<file path="src/rtl/pipeline_ctrl_pkg.sv">
// Shared encodings for the pipeline stall/flush sequencer: FSM states,
// pipeline-register indices and the hard-wired zero register id.
package pipeline_ctrl_pkg;

    typedef enum logic [1:0] {
        ST_RUN      = 2'd0,
        ST_MEM_WAIT = 2'd1,
        ST_FLUSH    = 2'd2
    } state_t;

    // Bit positions of each pipeline register in the internal we/clr vectors
    localparam int STG_IFID  = 0;
    localparam int STG_IDEX  = 1;
    localparam int STG_EXMEM = 2;
    localparam int STG_MEMWB = 3;
    localparam int NUM_STG   = 4;

    localparam int ZERO_REG_ID = 0;

endpackage

</file>
<file path="src/rtl/pipeline_ctrl_hazard_detect.sv">
// Combinational load-use detector: a load in EX whose destination is read by
// the instruction currently in ID.
module pipeline_ctrl_hazard_detect
    import pipeline_ctrl_pkg::*;
#(
    parameter int unsigned REG_W = 6
) (
    input  logic [REG_W-1:0] id_rs,
    input  logic [REG_W-1:0] id_rt,
    input  logic             id_use_rs,
    input  logic             id_use_rt,
    input  logic [REG_W-1:0] ex_reg_dest,
    input  logic             ex_reg_write,
    input  logic             ex_mem_to_reg,
    output logic             load_use
);

    logic ex_is_load;
    logic rs_hit;
    logic rt_hit;

    // Writes to the zero register are discarded, so they never create a hazard
    assign ex_is_load = ex_mem_to_reg & ex_reg_write &
                        (ex_reg_dest != REG_W'(ZERO_REG_ID));
    assign rs_hit     = id_use_rs & (id_rs == ex_reg_dest);
    assign rt_hit     = id_use_rt & (id_rt == ex_reg_dest);
    assign load_use   = ex_is_load & (rs_hit | rt_hit);

endmodule

</file>
<file path="src/rtl/pipeline_ctrl.sv">
// Stall/flush sequencer for the 5-stage pipeline: drives pipeline-register
// write enables/clears and PC control, with bus-wait timeout and stall counting.
module pipeline_ctrl
    import pipeline_ctrl_pkg::*;
#(
    parameter int unsigned REG_W   = 6,
    parameter int unsigned TIMEOUT = 64,
    parameter int unsigned CNT_W   = 32
) (
    input  logic             clk,
    input  logic             rst,
    input  logic [REG_W-1:0] id_rs,
    input  logic [REG_W-1:0] id_rt,
    input  logic             id_use_rs,
    input  logic             id_use_rt,
    input  logic [REG_W-1:0] ex_reg_dest,
    input  logic             ex_reg_write,
    input  logic             ex_mem_to_reg,
    input  logic             if_req,
    input  logic             if_ack,
    input  logic             mem_req,
    input  logic             mem_ack,
    input  logic             exc_valid,
    output logic             pc_we,
    output logic             pc_sel_exc,
    output logic             if_id_we,
    output logic             if_id_clr,
    output logic             id_ex_we,
    output logic             id_ex_clr,
    output logic             ex_mem_we,
    output logic             ex_mem_clr,
    output logic             mem_wb_we,
    output logic             mem_wb_clr,
    output logic             bus_err,
    output logic [CNT_W-1:0] stall_cnt
);

    localparam int unsigned TO_W = $clog2(TIMEOUT) + 1;

    state_t             state_q, state_d;
    logic [TO_W-1:0]    to_cnt_q, to_cnt_d;
    logic [CNT_W-1:0]   stall_cnt_q, stall_cnt_d;

    logic               load_use;
    logic               mem_stall;
    logic               fetch_miss;
    logic [NUM_STG-1:0] we_c;
    logic [NUM_STG-1:0] clr_c;
    logic               pc_we_c;
    logic               pc_sel_c;
    logic               bus_err_c;

    pipeline_ctrl_hazard_detect #(
        .REG_W(REG_W)
    ) u_hazard (
        .id_rs         (id_rs),
        .id_rt         (id_rt),
        .id_use_rs     (id_use_rs),
        .id_use_rt     (id_use_rt),
        .ex_reg_dest   (ex_reg_dest),
        .ex_reg_write  (ex_reg_write),
        .ex_mem_to_reg (ex_mem_to_reg),
        .load_use      (load_use)
    );

    assign mem_stall  = mem_req & ~mem_ack;
    assign fetch_miss = if_req & ~if_ack;

    always_comb begin
        state_d   = state_q;
        to_cnt_d  = to_cnt_q;
        we_c      = '1;
        clr_c     = '0;
        pc_we_c   = 1'b1;
        pc_sel_c  = 1'b0;
        bus_err_c = 1'b0;
        case (state_q)
            ST_RUN: begin
                if (exc_valid) begin
                    clr_c   = '1;
                    pc_we_c = 1'b0;
                    state_d = ST_FLUSH;
                end else if (mem_stall) begin
                    pc_we_c          = 1'b0;
                    we_c[STG_IFID]   = 1'b0;
                    we_c[STG_IDEX]   = 1'b0;
                    we_c[STG_EXMEM]  = 1'b0;
                    clr_c[STG_MEMWB] = 1'b1;
                    state_d          = ST_MEM_WAIT;
                    to_cnt_d         = TO_W'(1);
                end else if (load_use) begin
                    pc_we_c         = 1'b0;
                    we_c[STG_IFID]  = 1'b0;
                    clr_c[STG_IDEX] = 1'b1;
                end else if (fetch_miss) begin
                    pc_we_c         = 1'b0;
                    clr_c[STG_IFID] = 1'b1;
                end
            end
            ST_MEM_WAIT: begin
                // An ack arriving on the timeout cycle still completes the access
                if (mem_ack) begin
                    state_d  = ST_RUN;
                    to_cnt_d = '0;
                end else if (to_cnt_q == TO_W'(TIMEOUT - 1)) begin
                    bus_err_c = 1'b1;
                    clr_c     = '1;
                    pc_we_c   = 1'b0;
                    state_d   = ST_FLUSH;
                    to_cnt_d  = '0;
                end else begin
                    pc_we_c          = 1'b0;
                    we_c[STG_IFID]   = 1'b0;
                    we_c[STG_IDEX]   = 1'b0;
                    we_c[STG_EXMEM]  = 1'b0;
                    clr_c[STG_MEMWB] = 1'b1;
                    to_cnt_d         = to_cnt_q + TO_W'(1);
                end
            end
            ST_FLUSH: begin
                pc_sel_c        = 1'b1;
                clr_c[STG_IFID] = 1'b1;
                state_d         = ST_RUN;
            end
            default: begin
                state_d  = ST_RUN;
                to_cnt_d = '0;
            end
        endcase
    end

    assign stall_cnt_d = pc_we_c ? stall_cnt_q : stall_cnt_q + CNT_W'(1);

    always_ff @(posedge clk or posedge rst) begin
        if (rst) begin
            state_q     <= ST_RUN;
            to_cnt_q    <= '0;
            stall_cnt_q <= '0;
        end else begin
            state_q     <= state_d;
            to_cnt_q    <= to_cnt_d;
            stall_cnt_q <= stall_cnt_d;
        end
    end

    // Reset forces every control output low without waiting for a clock
    assign pc_we      = pc_we_c   & ~rst;
    assign pc_sel_exc = pc_sel_c  & ~rst;
    assign bus_err    = bus_err_c & ~rst;
    assign if_id_we   = we_c[STG_IFID]   & ~rst;
    assign id_ex_we   = we_c[STG_IDEX]   & ~rst;
    assign ex_mem_we  = we_c[STG_EXMEM]  & ~rst;
    assign mem_wb_we  = we_c[STG_MEMWB]  & ~rst;
    assign if_id_clr  = clr_c[STG_IFID]  & ~rst;
    assign id_ex_clr  = clr_c[STG_IDEX]  & ~rst;
    assign ex_mem_clr = clr_c[STG_EXMEM] & ~rst;
    assign mem_wb_clr = clr_c[STG_MEMWB] & ~rst;
    assign stall_cnt  = stall_cnt_q;

endmodule

</file>
<file path="config.mk">
export PLATFORM = sky130hd
export DESIGN_NAME = pipeline_ctrl
export DESIGN_NICKNAME = d
export VERILOG_FILES = /design/src/rtl/pipeline_ctrl_pkg.sv /design/src/rtl/pipeline_ctrl_hazard_detect.sv /design/src/rtl/pipeline_ctrl.sv
export SDC_FILE = /design/constraint.sdc
export NUM_CORES = 1
export LEC_CHECK = 0
export CAP_MARGIN = 40
export CORE_MARGIN = 2
export CORE_UTILIZATION = 40
export CTS_BUF_LIST = sky130_fd_sc_hd__clkbuf_16
export CTS_CLUSTER_SIZE = 30
export DETAILED_ROUTE_END_ITERATION = 10
export GPL_ROUTABILITY_DRIVEN = 0
export PLACE_DENSITY_LB_ADDON = 0.3
export SETUP_SLACK_MARGIN = 0.1
export SLEW_MARGIN = 15
export SYNTH_ARGS = -nofsm -noshare
export SYNTH_HDL_FRONTEND = slang
export SYNTH_SLANG_ARGS = --single-unit
</file>
<file path="constraint.sdc">
create_clock -name clk -period 2.3 [get_ports clk]
set_clock_uncertainty 0.05 [all_clocks]
set_input_delay 0.46 -clock clk [delete_from_list [all_inputs] [get_ports clk]]
set_output_delay 0.46 -clock clk [all_outputs]
set_load 0.05 [all_outputs]
</file>
==> results.ini <==
[pwr]
intPower_mw = 1.80
p_total_mw = 3.03
switchingPower_mw = 1.24
powerDensity_nw_per_um2 = 703
p_leak_nw = 1.83
switching_share_pct = 40.8
clkPwrFrac_pct = 21.3
peakVddDrop_mv = 1.04
combPwrFrac_pct = 46.8
p_seq_share_pct = 31.9

[global_routing]
overflow = 0
grt_use_total_pct = 21.9
grt_antenna_before_repair = 0
grt_pass1_vias = 2235
grt_max_degree = 35
grt_pass1_wl_microns = 10900

[finish]
num_antenna_cells = 0
fin_util_pct = 77.3
drive_above_1_share_pct = 40.3
syn_to_final_growth_pct = 84.2
final_nets = 377
stdcell_count = 419
stdcell_area_sq_um = 4310

[timing]
max_freq_mhz = 400
max-slew-margin-rel_pct = 24.2
fin_setup_tns_ns = -1.33
finalCritPeriodShare_pct = 109
slew_viol_final = 0
period_needed_ns = 2.50
final-hold-violation-count = 0
whs_ns = 0.421
rsz0062_at_grt = true
setup_viol = 25
worstMarginPinSlew_ns = 1.13
worst_slack_ns = -0.200

[clock_network]
path_clk_slew_ns = 0.05
cts_root_buf = clkbuf_16
htree_levels = 2
tritoncts = yes
clock_path_buffers = 2
cts_made_buffers = 5
clock_latency_ns = 0.28
cts_sinks = 41
ctsHoldBuffers = 0

[status]
status = finished, violations left
violations = negative setup slack

[worst_setup_path]
cp_num_buf_inv = 2
path_cells = buf_6, or4_4, o311a_4, and2_4, a21oi_4, and2_4, buf_12
crit_family = simple AND/OR/NAND/NOR gates
cp_slowest_cell = or4_4
cp_max_fo = 3
cp.arrival_ns = 1.99
critPathLaunchType = primary input
crit_top_cell = and2_4
critical-path-max-stage-delay_ns = 0.53
endpoint_kind = primary output
critPathKind = primary input to primary output
crit_required_ns = 1.79

[floorplan]
std_cell_rows = 27
coreArea_sq_um = 5570
die_w_microns = 80.5
fp.dieH_microns = 80.5
top_level_ports = 72
die_area_sq_um = 6480
start_util_pct = 42.0

[logic_synthesis]
yosysWarnings = 0
syn_inst = 229
async_flop_share_pct = 100
ys_ff_latch = 41
yosysSeqAreaShare_pct = 43.9
synth_cell_type_count = 44
synthTopCellsByCount = dfrtp_1, xor2_1, nand2_1, nor2_1, xnor2_1
yosys.area.top_type = dfrtp_1
netlist_area_sq_um = 2340
syn_area_per_cell_sq_um = 10.2
synth_flop_cell = dfrtp_1
synth-edff-count = 0
synth.area.top_cells = dfrtp_1, xor2_1, xnor2_1, nand2_1, nor2_1
syn_nets = 260
netlist.area_leader.share_pct = 43.9
synth_most_common_cell = dfrtp_1

[job]
cap_violations = 0

[place]
dpl.hpwl_microns = 4570
dpl-instance-area_sq_um = 3570
placed_cells = 392
numPortBuffers = 71
post-place-ws_ns = -0.535

[drt]
viasPerCell = 5.35
drcViolationCount = 0
vias = 2241
antenna_left = 0
post_drt_wl_per_cell_microns = 17.7
first_iter_violations = 87
drt_wl_total_microns = 7400
dr.pass1.iters = 4

[min_path]
min_path_type = register to register

area by class of cell:
class | count | area [sq um]
Clock buffer | 5 | 125
Multi-Input combinational cell | 176 | 1770
Timing Repair Buffer | 121 | 1280
Sequential cell | 41 | 1030
Inverter | 1 | 7.51
Fill cell | 356 | 1260
Clock inverter | 3 | 11.3
Tap cell | 72 | 90.1
placed cells by master (no fill, tap or decap), drive strengths merged, types with 11 or more instances in the layout:
cell / instances
nand3: 11
buf: 64
dfrtp: 41
dlygate4sd2: 12
xnor2: 14
xor2: 29
nor4: 15
clkdlybuf4s50: 38
nand2: 22
nor2: 16
worst reg2reg max path, stage by stage (launching register included):
cell     delay [ns]
dfrtp_2        0.41
nand4_2        0.17
nor4_2         0.37
nand2_1        0.14
or3_4          0.52
nor4b_4        0.32
xor2_1         0.18
state kept, by name, indices dropped and copies added (netlist names):
signal / count
stall_cnt: 32
to_cnt_q: 7
state_q: 2
power by group through the flow:
stage | logic [mW] | registers, mW | clock network, mW
after CTS | 1.27 | 0.959 | 0.652
after global placement | 1.15 | 0.968 | 0
after floorplan | 0.402 | 1.26 | 0
after detailed placement | 1.16 | 0.968 | 0
after global routing | 1.49 | 0.982 | 0.690
final | 1.42 | 0.966 | 0.646
per-layer routing:
metal	up-vias	GRT usage, %	routed length, microns	share of wire, %
met2	59	39.1	4130	56
met5	-	0	0	0
met4	0	5.76	176	2.4
met3	19	4.16	273	3.7
met1	1113	26.9	2820	38
li1	1050	-	-	-
what timing repair did:
item,CTS,global route
gates cloned,2,0
gates resized for setup,68,49
buffers inserted,10,10
pin swaps,29,25
setup endpoints to repair,41,41
endpoints found under the hold margin,0,0
worst paths after layout:
path / start / slack [ns] / cells past startpoint / endpoint
worst max-delay path: ex_reg_dest[0] / -0.20 / 7 / pc_we
worst min-delay path: stall_cnt[31]$_DFFE_PP0N_ / 0.42 / 1 / stall_cnt[31]$_DFFE_PP0N_
worst max register to register: stall_cnt[10]$_DFFE_PP0N_ / 0.05 / 6 / stall_cnt[24]$_DFFE_PP0N_
worst min register to register: stall_cnt[31]$_DFFE_PP0N_ / 0.42 / 1 / stall_cnt[31]$_DFFE_PP0N_
max in group asynchronous: rst / 1.08 / 4 / stall_cnt[19]$_DFFE_PP0N_
min in group asynchronous: rst / 0.69 / 4 / stall_cnt[3]$_DFFE_PP0N_
cell families (layout without fill, tap and decap cells):
| family | after synthesis | after routing | share of synthesized area [%] |
|---|---|---|---|
| and+or+nand+nor | 103 | 103 | 27.3 |
| xor gates and xnor gates | 43 | 43 | 16.1 |
| DFF | 41 | 41 | 43.9 |
| AOI/OAI and AO/OA | 26 | 26 | 7.75 |
| buffers and inverters | 12 | 130 | 3.05 |
| adders and majority gates | 2 | 2 | 1.07 |
| muxes | 2 | 2 | 0.909 |
Power figures use the tool's default switching activity.
